===== config.mk =====
export PLATFORM = sky130hd
export DESIGN_NAME = pkt_tx_fifo
export DESIGN_NICKNAME = d
export VERILOG_FILES = /design/src/rtl/pkt_tx_fifo.sv
export SDC_FILE = /design/constraint.sdc
export NUM_CORES = 1
export LEC_CHECK = 0
export CORE_UTILIZATION = 45
export CTS_CLUSTER_SIZE = 24
export DETAILED_ROUTE_END_ITERATION = 6
export MAX_ROUTING_LAYER = met4
export PLACE_DENSITY = 0.58
export SETUP_SLACK_MARGIN = 0.15
export SLEW_MARGIN = 20
export SYNTH_ARGS = -nofsm -noshare
export SYNTH_HDL_FRONTEND = slang
export SYNTH_SLANG_ARGS = --single-unit

===== constraint.sdc =====
create_clock -name clk -period 3.4 [get_ports clk]
set_clock_uncertainty 0.1 [all_clocks]
set_input_delay 0.85 -clock clk [delete_from_list [all_inputs] [get_ports clk]]
set_output_delay 0.85 -clock clk [all_outputs]
set_load 0.05 [all_outputs]

===== src/rtl/pkt_tx_fifo.sv =====
// pkt_tx_fifo: store-and-forward packet buffer feeding one crossbar slave port;
// packets are released only once complete, oversized packets are truncated and flagged.
module pkt_tx_fifo #(
  parameter int T_DATA_WIDTH = 8,
  parameter int T_DEST_WIDTH = 2,
  parameter int DEPTH        = 16
) (
  input  logic                      clk,
  input  logic                      rst_n,
  input  logic [T_DATA_WIDTH-1:0]   wr_data_i,
  input  logic [T_DEST_WIDTH-1:0]   wr_dest_i,
  input  logic                      wr_last_i,
  input  logic                      wr_valid_i,
  output logic                      wr_ready_o,
  output logic [T_DATA_WIDTH-1:0]   m_data_o,
  output logic [T_DEST_WIDTH-1:0]   m_dest_o,
  output logic                      m_last_o,
  output logic                      m_valid_o,
  input  logic                      m_ready_i,
  output logic [$clog2(DEPTH):0]    level_o,
  output logic [$clog2(DEPTH):0]    pkt_count_o,
  output logic                      err_trunc_o
);
  localparam int AW = $clog2(DEPTH);
  localparam int PW = AW + 1;
  typedef enum logic [1:0] {IDLE, BODY, DROP} state_t;
  state_t                  r_state, w_state_nxt;
  logic [T_DATA_WIDTH-1:0] r_data [DEPTH];
  logic [T_DEST_WIDTH-1:0] r_dest [DEPTH];
  logic                    r_last [DEPTH];
  logic [PW-1:0]           r_wptr, r_rptr, r_level, r_pkt_count;
  logic [T_DEST_WIDTH-1:0] r_cur_dest;
  logic                    r_err;
  logic                    w_full, w_acc, w_store, w_rd, w_trunc, w_last_st;
  logic [T_DEST_WIDTH-1:0] w_st_dest;
  logic [AW-1:0]           w_widx, w_ridx;
  assign w_widx     = r_wptr[AW-1:0];
  assign w_ridx     = r_rptr[AW-1:0];
  assign w_full     = (w_widx == w_ridx) && (r_wptr[AW] != r_rptr[AW]);
  assign wr_ready_o = (r_state == DROP) || !w_full;
  assign w_acc      = wr_valid_i && wr_ready_o;
  assign w_store    = w_acc && (r_state != DROP);
  assign m_valid_o  = r_pkt_count != '0;
  assign w_rd       = m_valid_o && m_ready_i;
  // With no complete packet stored nothing can drain, so the last free slot must close the packet
  assign w_trunc    = w_store && !wr_last_i && (r_level == PW'(DEPTH - 1)) && (r_pkt_count == '0);
  assign w_last_st  = wr_last_i || w_trunc;
  assign w_st_dest  = (r_state == IDLE) ? wr_dest_i : r_cur_dest;
  assign m_data_o    = r_data[w_ridx];
  assign m_dest_o    = r_dest[w_ridx];
  assign m_last_o    = r_last[w_ridx];
  assign level_o     = r_level;
  assign pkt_count_o = r_pkt_count;
  assign err_trunc_o = r_err;
  always_comb begin
    w_state_nxt = r_state;
    if (r_state == DROP)
      w_state_nxt = (w_acc && wr_last_i) ? IDLE : DROP;
    else if (w_store)
      w_state_nxt = w_trunc ? DROP : (wr_last_i ? IDLE : BODY);
  end
  always_ff @(posedge clk) begin
    if (rst_n) begin
      r_state     <= IDLE;
      r_wptr      <= '0;
      r_rptr      <= '0;
      r_level     <= '0;
      r_pkt_count <= '0;
      r_err       <= 1'b0;
    end else begin
      r_state     <= w_state_nxt;
      r_wptr      <= r_wptr + PW'(w_store);
      r_rptr      <= r_rptr + PW'(w_rd);
      r_level     <= r_level + PW'(w_store) - PW'(w_rd);
      r_pkt_count <= r_pkt_count + PW'(w_store && w_last_st) - PW'(w_rd && m_last_o);
      r_err       <= w_trunc;
    end
  end
  always_ff @(posedge clk) begin
    if (r_state == IDLE && w_store) r_cur_dest <= wr_dest_i;
    if (w_store) begin
      r_data[w_widx] <= wr_data_i;
      r_dest[w_widx] <= w_st_dest;
      r_last[w_widx] <= w_last_st;
    end
  end
endmodule


; Yosys cells after proc, flatten, opt, wreduce, memory -nomap -nowiden
; Memory sizes are Yosys's and may differ from the RTL's. A register that Yosys moved wholly into a read port is not among the register bits.
; Cells that the tools add are included.
[word_totals]
ram_bits = 176
ff_bits = 25
in_bits = 15
output_inout_bits = 24
mem_count = 3
[memory_table]
columns = memory, words, width, rd, rd_ports_with_merged_regs, wr, line_no
row1 = r_data, 16, 8, 1, 1, 1, 28  ; logic [T_DATA_WIDTH-1:0] r_data [DEPTH];
row2 = r_dest, 16, 2, 1, 1, 1, 29  ; logic [T_DEST_WIDTH-1:0] r_dest [DEPTH];
row3 = r_last, 16, 1, 1, 1, 1, 30  ; logic r_last [DEPTH];
[classes]
add_sub_neg = 6
n_eq_ne = 5
n_reduce_logical = 19
n_mux = 11
[op_table]
columns = cell, count
row1 = $add A5 B1 Y5, 4
row2 = $mux W4, 3
row3 = $logic_and A1 B1 Y1, 11
row4 = $mux W2, 5
row5 = $sub A5 B1 Y5, 2
row6 = $eq A5 B4 Y1 const B, 1
row7 = $logic_not A5 Y1, 1
row8 = $reduce_bool A5 Y1, 1
row9 = $eq A4 B4 Y1, 1
row10 = $mux W1, 3
row11 = $eq A2 B2 Y1 const B, 1
row12 = $logic_not A1 Y1, 2
row13 = $logic_not A2 Y1, 1
row14 = $logic_or A1 B1 Y1, 2
row15 = $ne A2 B2 Y1 const B, 1
row16 = $reduce_bool A2 Y1, 1
row17 = $ne A1 B1 Y1, 1

; Depth between registers and ports, before layout
; Gate-level depths: netlist of the first run.
[logic_depth]
word_depth = 13
mapped_depth = 14

; Worst setup path after synthesis of the first run
; No wires, ideal clock.
[synth_path]
kind = reg2reg
startpoint = reg r_pkt_count[3], in the netlist pkt_count_o[3]
endpoint = reg r_pkt_count[4], in the netlist pkt_count_o[4]
stages_incl_launch_ff = 15
period_less_slack_ns = 3.131
t_arrival_ns = 2.898
path_slack_ns = 0.269
path_cell_list = dfxtp_1 -> inv_1 -> ha_1 -> or4b_4 -> nor2_2 -> o21ai_0 -> ha_1 -> inv_1 -> ha_1 -> inv_1 -> fa_1 -> nor2b_1 -> o21bai_1 -> a21oi_1 -> nor3b_1
[synth_via]
elab_cells_between_ends = 9
cone_classes = add/sub (2) / reduce/logical (7)
[synth_rtl]
columns = element, line_no
row1 = "start, declared", 31  ; logic [PW-1:0] r_wptr, r_rptr, r_level, r_pkt_count;
row2 = "start signal, assigned", 75  ; r_pkt_count <= r_pkt_count + PW'(w_store && w_last_st) - PW'(w_rd && m_last_o);
row3 = $reduce_bool A5 Y1, 43  ; assign m_valid_o = r_pkt_count != '0;
row4 = net m_valid_o, 18  ; output logic m_valid_o,
row5 = $logic_and A1 B1 Y1, 44  ; assign w_rd = m_valid_o && m_ready_i;
row6 = $logic_and A1 B1 Y1, 75
row7 = $sub A5 B1 Y5, 75
; The timed path passes the listed nets, and every way through them passes these cells.
; A chain may end at the register's enable or synchronous reset.

==> results by stage, run 1 <==
Outcome:
- The flow ran to the end, and the final reports show no timing, DRC or antenna violations.

Worst hold path:
- The worst hold path belongs to the class reg2reg.

Route:
- Using the TritonRoute via totals, the vias-per-cell ratio works out to 5.64.
- In this run the remaining antenna-violating nets after routing total 0.
- The final routed wire length divided by cell count is 23.5 µm.
- The iteration count of the initial detailed-routing pass is 5.
- The routed design has 18.6 mm of wire.
- For this block, the initial DRC count from the detailed router was 305.
- The total vias in the final route is 4452.
- The residual DRC count is 0.

Synth:
- Among all flip-flop cells after synthesis, the most frequent one is edfxtp_1.
- The post-synthesis net count is 485.
- The portion of the post-synthesis area used by sequential elements is 0.691.
- Synthesis produced a netlist whose cell count is 452.
- The mean post-synth cell area is 18.6 µm².
- The area of the mapped netlist is 8400 µm².
- The Yosys step of the flow raised 0 warnings.
- Synthesis inferred 201 register bits.
- Yosys mapped a number of flops with a built-in enable equal to 178.
- The number of distinct standard cells referenced by the synthesized netlist is 49.
- The share of flip-flops with an asynchronous set or reset is 0.

Floorplanning:
- The overall die height is 139 µm.
- The total die area is 19200 µm².
- In this run the standard cell core region covers 18100 µm².
- For this configuration, the core starts out at a cell density of 0.463.
- The horizontal extent of the die is 139 µm.
- The count of boundary I/O pins is 39.
- The floorplan row count is 49.

GRT:
- The first-pass GRT wire length is 28.1 mm.
- The number of global-route vias before repair was 4575.
- Global routing finished with a remaining overflow of 0.
- In the global route stage, overall resource usage came out at 0.204.
- Entering global routing, the biggest net connects 25 pins.
- The number of antenna violations at the first check in global routing is 0.

Power:
- The power density normalized to cell area is 736 nW/µm².
- The static leakage is 3.45 nW.
- The total power of the final layout is 7.49 mW.
- IR analysis of the VDD net gives a maximum drop of 0.392 mV.

Clocking:
- TritonCTS built the clock tree.
- The clock reaches the later pin of the worst-skew pair after 0.50 ns.
- The TritonCTS sink count is 201.
- The number of CTS-inserted buffers is 22.
- In this run the deepest clock path goes through 3 buffers.
- The number of hold buffers added after CTS was 0.
- CTS built an H-tree with a depth of 1.
- The clock input transition at the sequential cells of the worst setup and hold paths is 0.06 ns.
- The tree is rooted in a clkbuf_16.

Cells and area:
- The number of filler cells placed in the layout is 1446.
- Leaving out fill and tap cells, the most frequent cells in the layout are 178 x edfxtp_1, 53 x buf_4, 31 x mux4_2.
- The count of nets after finishing is 581.
- At the end of the flow the core is filled with cells to 0.561.
- Leaving out fill and tap cells, the most frequent cell in the layout is edfxtp_1.
- The area overhead of the layout relative to synthesis is 21.2%.
- For this run, the number of standard cells in the final layout without fillers is 789.
- The fraction of final layout cells sized beyond drive strength 1 is 0.304.
- The number of inserted diodes is 0.

Timing:
- Measured against its own limit, the worst slew margin works out to 0.620.
- Static timing analysis puts the maximum clock frequency at 308 MHz.
- The final sum of negative setup slack is 0 ns.
- The final-report max-slew violation count is 0.
- Setup repair after global routing could not meet its margin everywhere.
- The final hold violation count is 0.
- The share of the clock period used by the worst path is 0.956.
- Setup violations remaining at the end of the flow were counted as 0.
- Subtracting the final worst setup slack from the clock period gives 3.25 ns.
- The slew at the pin closest to its max-slew limit is 0.568 ns.

Setup path:
- Data arrives at the worst endpoint at 2.30 ns.
- The class of the most critical setup path is reg2out.
- The peak fanout along the critical path is 6.
- The kind of launch point of the worst setup path is a flop.
- At the worst endpoint, the required time is 2.45 ns.
- STA classifies the critical path endpoint as an output port.

Run:
- Across the run, the number of max-cap violations was 0.

Placement:
- The count of buffers from port buffering is 38.
- The weighted congestion reported at the end of routability-driven placement is 0.744.
- The detailed-placement wirelength estimate is 11.1 mm.
- The count of placed standard cells including taps is 741.
## cells in the mapped netlist (2+ instances only)
library cell	count	area (µm²)
a211oi_1	7	52.6
a211oi_2	5	62.6
a21o_1	4	30.0
a21oi_1	18	90.1
and2_1	9	56.3
buf_12	2	40.0
buf_2	3	15.0
buf_4	3	22.5
buf_6	7	78.8
clkbuf_1	5	18.8
dfxtp_1	23	460
edfxtp_1	178	5350
fa_1	2	40.0
ha_1	16	200
inv_1	20	75.1
mux2_2	2	22.5
mux2i_1	11	110
mux4_1	16	420
mux4_2	28	631
nand2_1	4	15.0
nand2b_1	3	18.8
nand3_1	9	45.0
nor2_1	17	63.8
nor2b_1	11	68.8
nor3_1	6	30.0
nor3b_1	2	15.0
nor4_1	2	12.5
nor4_2	2	25.0
nor4b_1	2	17.5
o21ai_0	3	15.0
xnor2_1	5	43.8
xor2_1	10	87.6
## per-stage QoR
step	worst slack, ns	hold WS (ns)	instance area [µm²]
floorplan	0.269	0.386	8400
global placement	0.0124	0.407	9230
detailed placement	-0.0561	0.417	9230
CTS	0.122	0.426	10100
global route	0.0841	0.442	10200
finish	0.151	0.425	10200
## logic make-up after synthesis
group / count (synthesis) / share of synthesized area
flip-flops: 201 / 0.691
AND/OR/NAND/NOR: 76 / 0.0554
multiplexers: 57 / 0.141
AO/OA/AOI/OAI: 43 / 0.0366
buffers and inverters: 42 / 0.0320
adder cells (fa/ha/maj): 18 / 0.0286
XOR/XNOR: 15 / 0.0156
## routing by layer
layer / up-vias / wire length (µm) / track usage
li1: 1981 / - / -
met1: 2328 / 8130 / 0.276
met2: 120 / 9160 / 0.330
met3: 23 / 1050 / 0.0307
met4: 0 / 219 / 0.0433
met5: - / 0 / -
## where the power goes
group	switching (mW)	internal, mW
Combinational	1.27	1.08
Clock	0.908	1.33
Sequential	0.0997	2.80
Total	2.28	5.21
## area by class of cell
| cell class | count | area (µm²) | share of cell area |
|---|---|---|---|
| flip-flops and latches | 201 | 5810 | 0.571 |
| multi-input cells | 209 | 2430 | 0.239 |
| repair buffers | 94 | 900 | 0.0884 |
| clock buffers | 27 | 569 | 0.0559 |
| well taps | 229 | 287 | 0.0281 |
| clock inverters | 9 | 101 | 0.00995 |
| inverters | 20 | 78.8 | 0.00774 |
## critical path: stages (launching register included)
cell and delay (ns):
dfxtp_4 0.41, clkbuf_16 0.18, mux4_1 0.53, and2_1 0.19
a211oi_2 0.21, a21oi_1 0.07, buf_4 0.20
## final timing paths
kind,from,to,slack [ns],cells after the start
worst min-delay path,r_state[0],r_state[0],0.43,2
worst max-delay path,r_rptr[0],m_data_o[2],0.15,6
worst max register to register,r_rptr[1],pkt_count_o[4],0.37,13
worst min register to register,r_state[0],r_state[0],0.43,2
## sequential cells by signal, summed over array words and instances (netlist names), 5 cells and up
signal,flops
r_data,128
r_dest,32
r_rptr,5
pkt_count_o,5
r_wptr,5
level_o,5
r_last,16
## repair_timing
item	CTS	global route
gates cloned	1	2
buffers inserted	9	0
resized for setup	11	27
pin swaps	0	10
setup endpoints to repair	10	14
No activity file was read; power rests on OpenSTA's default activity.
==> run 2, diff against run 1 <==
--- a/config.mk
+++ b/config.mk
@@ -5,6 +5,7 @@
 export SDC_FILE = /design/constraint.sdc
 export NUM_CORES = 1
 export LEC_CHECK = 0
+export CAP_MARGIN = 20
 export CORE_UTILIZATION = 45
 export CTS_CLUSTER_SIZE = 24
 export DETAILED_ROUTE_END_ITERATION = 6
==> results of run 2 <==
Final layout, timing and power as in run 1 (identical DEF).
==> RTL edit, RTL diff (settings of run 2) <==
Change the parameter `T_DEST_WIDTH` from 2 to 4.
--- a/src/rtl/pkt_tx_fifo.sv
+++ b/src/rtl/pkt_tx_fifo.sv
@@ -4,3 +4,3 @@
   parameter int T_DATA_WIDTH = 8,
-  parameter int T_DEST_WIDTH = 2,
+  parameter int T_DEST_WIDTH = 4,
   parameter int DEPTH        = 16
Ports: changed (resized m_dest_o and wr_dest_i); port bits go from 39 to 43. No check against the original RTL was run, so the function may have changed too.
==> RTL edit against run 2 <==
Critical path type unchanged. Power is 19% higher. Highest routed layer unchanged. Sequential cell count is 34 higher. Largest cell class unchanged. Synthesized area is 13% higher. Sequential power is 18% higher. Final area is 17% higher. Combinational power is 24% higher. Utilization is 2.1 points higher. Setup slack worse by 0.11 ns. Worst hold slack better by 0.0030 ns. Wire length is 9.4% higher.
==> RTL edit: results (changes against run 2) <==
[timing]
maxSlewHeadroom_pct=29.9  ; was 62.0%
period_minus_slack_ns=3.36  ; was 3.25 ns

[synthesis]
ys_seq_elements=235  ; was 201
ys_types=39  ; was 49
synth_compound_area_share_pct=2.95  ; was 3.66%
netlist_top_cells_area=edfxtp_1, mux4_2, dfxtp_1  ; unchanged
synth_common_cells=edfxtp_1, mux4_2, nor2b_1  ; was edfxtp_1, mux4_2, dfxtp_1
yosysSeqAreaShare_pct=72.1  ; was 69.1%
yosys-mux-area-fraction_pct=14.2  ; was 14.1%
avgSynthCellArea_sq_um=18.6  ; about the same
synthCells=509  ; was 452
synth_nets=544  ; was 485
synth_fa_ha_area_share_pct=2.54  ; was 2.86%

[pwr]
vdd_drop_max_mv=0.741  ; was 0.392 mV
power.leakage_uw=0.00395  ; was 0.00345 uW
p_int_uw=6200  ; was 5210 uW
pg_seq_uw=3410  ; was 2900 uW
switching_share_pct=30.4  ; about the same

[final_layout]
clockBufferCount=37  ; was 27
buffers=112  ; was 94
nFillCells=1573  ; was 1,446
final-clk-cell-share_pct=6.57  ; was 6.59%
seq_area_share_pct=57.6  ; was 57.1%
buf_share_pct=9.48  ; was 8.84%
final_core_util_pct=58.2  ; was 56.1%
multi_input_area_sq_um=2720  ; was 2430 sq um
drive_gt1_share_pct=36.3  ; was 30.4%

[place]
port_buffers=42  ; was 38
dpl_worst_slack_ns=-0.122  ; was -0.0561 ns
hpwl_microns=12600  ; was 11,100 microns
globalplace.congestion=0.782  ; was 0.744
dp.cells=840  ; was 741

[grt]
use_met2_pct=32.6  ; was 33.0%
gr-usage-all-layers_pct=20.3  ; was 20.4%
first_global_vias=5367  ; was 4,575
grt_pass1_wl_microns=31700  ; was 28,100 microns
met1_usage_pct=27.6  ; about the same

[routing]
first_pass_iters=4  ; was 5
first_iter_violations=303  ; was 305
vias=5000  ; was 4,452
wirelength_microns=20300  ; was 18,600 microns
routed-wl-met2_microns=10100  ; was 9160 microns
met1Wirelength_microns=9100  ; was 8130 microns

[setup_path]
cp_slowest_cell=dfxtp_4  ; was mux4_1
reg2reg_setup_slack_ns=0.10  ; was 0.37 ns
crit_arrival_ns=2.41  ; was 2.30 ns
worstPathMaxFanout=7  ; was 6
critPathTopFamily=buffers and inverters  ; was multiplexers
reg2reg_from=pkt_count_o[2]  ; was r_rptr[1]

[clock_network]
cts_made_buffers=26  ; was 22

[outcome]
status=completed  ; unchanged

==> RTL edit: changes by cell type after synthesis, sizes merged, moves of 3 or more <==
| cell | before | now |
|---|---|---|
| edfxtp | 178 | 212 |
| clkbuf | 5 | 18 |
| nor2b | 11 | 24 |
| and2 | 10 | 0 |
| mux4 | 44 | 52 |
| nor3 | 6 | 12 |
| buf | 15 | 10 |
| nor2 | 18 | 14 |
| nor4b | 3 | 0 |
==> RTL edit: how the worst min path moves through the flow <==
stage	from	slack (ns)	end
2_1_floorplan	r_rptr[4]	0.40	r_rptr[4]
3_3_place_gp	r_rptr[4]	0.42	r_rptr[4]
3_5_place_dp	r_rptr[4]	0.42	r_rptr[4]
4_1_cts	r_rptr[4]	0.44	r_rptr[4]
5_1_grt	r_state[1]	0.49	r_state[1]
6_report	r_rptr[4]	0.43	r_rptr[4]
==> RTL edit: repair_timing <==
item                       in CTS  in global routing
setup endpoints to repair      16                 17
cloned                          2                  0
pin swaps                      14                  9
buffers inserted               18                  3
resized for setup              47                  8
